===== config.mk =====
export PLATFORM = sky130hd
export DESIGN_NAME = ex_wb_stage
export DESIGN_NICKNAME = d
export VERILOG_FILES = /design/src/rtl/ex_wb_stage.sv
export SDC_FILE = /design/constraint.sdc
export NUM_CORES = 1
export LEC_CHECK = 0
export BUFFER_PORTS_ARGS = -buffer_cell sky130_fd_sc_hd__buf_2
export CORE_ASPECT_RATIO = 0.9
export CORE_MARGIN = 3
export CORE_UTILIZATION = 35
export CTS_CLUSTER_SIZE = 20
export DETAILED_ROUTE_END_ITERATION = 7
export GPL_ROUTABILITY_DRIVEN = 0
export PLACE_DENSITY = 0.74
export RECOVER_POWER = 25
export SYNTH_ARGS = -nofsm -noshare
export SYNTH_HDL_FRONTEND = slang
export SYNTH_SLANG_ARGS = --single-unit

===== constraint.sdc =====
create_clock -name clk -period 2.18 [get_ports clk]
set_input_delay 0.218 -clock clk [delete_from_list [all_inputs] [get_ports clk]]
set_output_delay 0.218 -clock clk [all_outputs]
set_load 0.03 [all_outputs]

===== src/rtl/ex_wb_stage.sv =====
// ex_wb_stage: EX->WB pipeline stage. Captures ALU result / WB control,
// holds it across WB back-pressure and drives the register-file write port
// plus the hazard unit's forwarding tap.
// Build option: WB_SKID_EN (defined -> 2-entry skid buffer with registered
// in_ready; undefined -> single entry with combinational in_ready).
module ex_wb_stage #(
    parameter int XLEN  = 32,
    parameter int RD_W  = 5,
    parameter int CNT_W = 32
) (
    input  logic             clk,
    input  logic             rst,
    input  logic             flush,
    input  logic             in_valid,
    output logic             in_ready,
    input  logic [XLEN-1:0]  in_R,
    input  logic             in_zero,
    input  logic [XLEN-1:0]  in_aux,
    input  logic             in_wbsel,
    input  logic [RD_W-1:0]  in_rd,
    input  logic             in_regwrite,
    output logic             out_valid,
    input  logic             out_ready,
    output logic [XLEN-1:0]  out_wdata,
    output logic [RD_W-1:0]  out_rd,
    output logic             out_we,
    output logic             out_zero,
    output logic             fwd_valid,
    output logic [RD_W-1:0]  fwd_rd,
    output logic [XLEN-1:0]  fwd_data,
    output logic [CNT_W-1:0] stall_cnt
);

    typedef enum logic [1:0] {EMPTY = 2'd0, ONE = 2'd1, TWO = 2'd2} state_e;

    // Held entry: WB mux already resolved, write-enable already folded with rd!=0.
    typedef struct packed {
        logic [XLEN-1:0] wdata;
        logic [RD_W-1:0] rd;
        logic            we;
        logic            zero;
    } entry_t;

    state_e           state_q, state_d;
    entry_t           head_q, head_d;
    entry_t           skid_q, skid_d;
    entry_t           in_entry;
    logic [CNT_W-1:0] stall_cnt_q, stall_cnt_d;
    logic             accept, retire;

    // Incoming entry with writeback source selected at capture time.
    always_comb begin
        in_entry       = '0;
        in_entry.wdata = in_wbsel ? in_aux : in_R;
        in_entry.rd    = in_rd;
        in_entry.we    = in_regwrite & (in_rd != '0);
        in_entry.zero  = in_zero;
    end

    // Handshake: in_ready is a pure state decode in skid mode (no path from out_ready).
    always_comb begin
        out_valid = (state_q != EMPTY);
`ifdef WB_SKID_EN
        in_ready  = (state_q != TWO);
`else
        in_ready  = !out_valid | out_ready;
`endif
        accept    = in_valid & in_ready;
        retire    = out_valid & out_ready;
    end

    // Occupancy FSM next state and payload movement; flush dominates everything.
    always_comb begin
        state_d = state_q;
        head_d  = head_q;
        skid_d  = skid_q;
        case (state_q)
            EMPTY: begin
                if (accept) begin
                    head_d  = in_entry;
                    state_d = ONE;
                end
            end
            ONE: begin
`ifdef WB_SKID_EN
                if (accept && !retire) begin
                    skid_d  = in_entry;
                    state_d = TWO;
                end else if (accept && retire) begin
                    head_d  = in_entry;
                end else if (retire) begin
                    state_d = EMPTY;
                end
`else
                if (accept) begin
                    head_d  = in_entry;
                end else if (retire) begin
                    state_d = EMPTY;
                end
`endif
            end
            TWO: begin
                if (retire) begin
                    head_d  = skid_q;
                    state_d = ONE;
                end
            end
            default: state_d = EMPTY;
        endcase
        if (flush) state_d = EMPTY;
    end

    // Back-pressure counter: counts refused EX cycles, saturates at all-ones.
    always_comb begin
        stall_cnt_d = stall_cnt_q;
        if (in_valid && !in_ready && (stall_cnt_q != '1))
            stall_cnt_d = stall_cnt_q + 1'b1;
    end

    // State, payload and counter registers with synchronous reset.
    always_ff @(posedge clk) begin
        if (rst) begin
            state_q     <= EMPTY;
            head_q      <= '0;
            skid_q      <= '0;
            stall_cnt_q <= '0;
        end else begin
            state_q     <= state_d;
            head_q      <= head_d;
            skid_q      <= skid_d;
            stall_cnt_q <= stall_cnt_d;
        end
    end

    // Outputs always show the head entry; write enable also gated by valid.
    always_comb begin
        out_wdata = head_q.wdata;
        out_rd    = head_q.rd;
        out_zero  = head_q.zero;
        out_we    = out_valid & head_q.we;
        fwd_valid = out_we;
        fwd_rd    = out_rd;
        fwd_data  = out_wdata;
        stall_cnt = stall_cnt_q;
    end

endmodule

==> impl_metrics.py <==
metrics = {
    "run_status": {
        "outcome": "finished clean",
    },
    "critical_path": {
        "arrival_ns": 2.26,
        "crit_buf_inv": 0,
        "worstSetupStartpointType": "register",
        "endpoint_kind": "register",
        "path_cells": "nand3_4, or3_1, a311o_2, or3_1, a21oi_1",
        "slowest_delay_ns": 0.45,
        "worst_path_most_repeated_cell": "or3_1",
        "crit_slowest_cell": "a311o_2",
        "critPathKind": "register to register",
        "path_delay_family": "simple AND/OR/NAND/NOR gates",
        "critical_path_required_ns": 2.42,
        "rr_worst_depth": 5,
        "cp_num_cells": 5,
        "crit_fanout": 10,
    },
    "sta": {
        "period_needed_ns": 2.02,
        "finalClockSkew_ns": 0.00464,
        "hold_viol": 0,
        "slew_viol_final": 0,
        "max_clock_freq_mhz": 495,
        "tightestPinTransition_ns": 1.24,
        "setup_violations": 0,
        "rsz0062_at_grt": "false",
        "fin_crit_sh_pct": 92.7,
        "maxSlewHeadroom_pct": 17.5,
        "fin_setup_tns_ns": 0,
    },
    "clock_tree": {
        "path_clk_slew_ns": 0.06,
        "cts-hold-fix-buffers": 0,
        "tritoncts": "built",
        "clock-sinks": 72,
        "cts_made_buffers": 9,
        "insertion_delay_ns": 0.33,
        "h-tree-depth": 3,
        "clock_path_buffers": 2,
        "root_buffer": "clkbuf_16",
    },
    "synth": {
        "synth_common_cells": "buf_4, dfxtp_1, nor2_1, a211oi_1, mux2i_1",
        "async_flop_share_pct": 0,
        "ys.flop_type": "dfxtp_1",
        "netlist-cell-type-count": 46,
        "ys_ff_latch": 72,
        "syn-instance-count": 455,
        "synth_edf_count": 0,
        "synth.most_common_cell": "buf_4",
        "yosysTopAreaCell": "dfxtp_1",
        "syn_area_mm2": 0.00390,
        "syn-mean-instance-area_um2": 8.57,
        "synth_area_leaders": "dfxtp_1, buf_4, mux2i_1",
        "synth_top_area_share_pct": 37.0,
        "ys_seq_area_share_pct": 37.0,
        "syn-num-nets": 533,
        "ys_warn_count": 0,
    },
    "route": {
        "met3_length_um": 862,
        "first_pass_iters": 4,
        "drc_errors": 0,
        "vias_per_cell": 4.86,
        "drtIter0Drc": 233,
        "dr_wl_met2_mm": 4.94,
        "ant_nets": 0,
        "avgRoutedWirePerCell_um": 13.9,
        "wl_met1_mm": 4.14,
        "highest_layer": "met4",
        "num_vias": 3517,
        "routed_wirelength_mm": 10.1,
    },
    "die": {
        "die_w_um": 117,
        "die_y_um": 106,
        "rows": 35,
        "boundaryPins": 188,
        "die-area_mm2": 0.0124,
        "core_area_mm2": 0.0106,
        "start_util_pct": 36.9,
    },
    "power_and_ir_drop": {
        "swShare_pct": 27.5,
        "intPower_mw": 2.52,
        "p_clk_share_pct": 43.0,
        "pwr-share-seq_pct": 40.8,
        "finalPower_mw": 3.47,
        "ir_drop_uv": 305,
        "powerDensity_mw_per_mm2": 729,
        "pwr-share-comb_pct": 16.2,
        "p_sw_mw": 0.954,
        "leakage_nw": 2.09,
    },
    "layout": {
        "num_antenna_cells": 0,
        "syn_to_final_growth_pct": 22.2,
        "fin_nets": 650,
        "drive_above_1_share_pct": 32.6,
    },
    "placement": {
        "port_buffers": 187,
        "hpwl_mm": 7.77,
    },
    "hold_path": {
        "holdPathStages": 2,
        "hold_class": "primary input to register",
    },
    "global_route": {
        "gr-total-overflow": 0,
        "grt_max_degree": 50,
        "grt_pass1_wl_mm": 15.4,
        "grt_pass1_vias": 3188,
        "antenna_found_initial": 0,
        "grt_usage_pct": 15.5,
    },
    "run": {
        "cap_violations": 0,
    },
}
[logic make-up after synthesis]
group,count (synthesis),share of synthesized area (%)
and+or+nand+nor,144,19.2
buffers and inverters,105,17.4
AOI/OAI and AO/OA,88,14.7
DFF,72,37.0
muxes,35,9.09
xor gates and xnor gates,10,2.25
adders and majority gates,1,0.321
[worst register-to-register path, cell delays in order, from the launching register on]
cell and delay, ns:
dfxtp_1 0.44, nand3_4 0.14, or3_1 0.42, a311o_2 0.45, or3_1 0.34, a21oi_1 0.15
[registers in the layout, indices dropped and copies added (netlist names)]
register and flops:
state_q 1, out_zero 1, fwd_data 32, fwd_rd 5, head_q 1, stall_cnt 32
[per-stage QoR]
step	cells	util [%]	cell area (µm²)	setup WS, ns	hold WS [ns]
final	724	45.1	4760	0.160	0.0421
after global routing	724	45.1	4760	0.00287	0.0307
after CTS	724	45.5	4810	0.130	0.0243
after detailed placement	709	42.6	4500	0.155	0.381
after global placement	709	42.6	4500	0.224	0.377
after floorplan	455	-	3900	0.0196	0.291
[power groups by stage]
stage	clock network (mW)	logic [mW]	registers (mW)
floorplan	0	0.516	1.44
global placement	0	0.582	1.44
detailed placement	0	0.585	1.44
CTS	1.54	0.587	1.41
global route	1.60	0.613	1.42
finish	1.49	0.563	1.42
[per-layer routing]
layer	global-route usage [%]	vias to the layer above
li1	-	1777
met1	18.3	1600
met2	26.1	126
met3	5.63	14
met4	4.26	0
met5	0	-
[timing repair]
| item | CTS | global route |
|---|---|---|
| resized for setup | 0 | 3 |
| endpoints found under the setup margin | 0 | 3 |
| buffers inserted | 0 | 0 |
[path summary, 6_finish.rpt]
| path | start | to | slack [ns] |
|---|---|---|---|
| max | stall_cnt[3] | stall_cnt[13] | 0.16 |
| min | flush | state_q[0] | 0.04 |
| max reg2reg | stall_cnt[3] | stall_cnt[13] | 0.16 |
| min reg2reg | head_q[1] | head_q[1] | 0.46 |
[area by class of cell]
class / instances / area [µm²]
Tap cell: 148 / 185
Inverter: 9 / 33.8
Fill cell: 1059 / 5790
Sequential cell: 72 / 1440
Clock inverter: 3 / 40.0
Multi-Input combinational cell: 278 / 1790
Timing Repair Buffer: 202 / 1000
Clock buffer: 12 / 267
[cells in the final DEF, fill, tap and decap left out, drive strengths merged, types with 2 or more instances in the layout]
cell / synthesis / routed
and2: 3 / 3
nor2: 55 / 55
nor4b: 2 / 2
nand3: 12 / 12
dfxtp: 72 / 72
xnor2: 9 / 9
or3: 15 / 15
nand2: 27 / 27
a311oi: 2 / 2
a211oi: 37 / 37
a21oi: 25 / 25
o21ai: 14 / 14
nand4: 8 / 8
inv: 9 / 9
buf: 79 / 157
mux2: 3 / 3
nand4b: 4 / 4
a31oi: 2 / 2
nor3: 3 / 3
or4: 2 / 2
clkinv: 0 / 2
a31o: 2 / 2
nor4: 3 / 3
clkbuf: 17 / 57
nor2b: 3 / 3
mux2i: 32 / 32
and3: 2 / 2
Note: power is estimated with default switching activity, not from simulation.
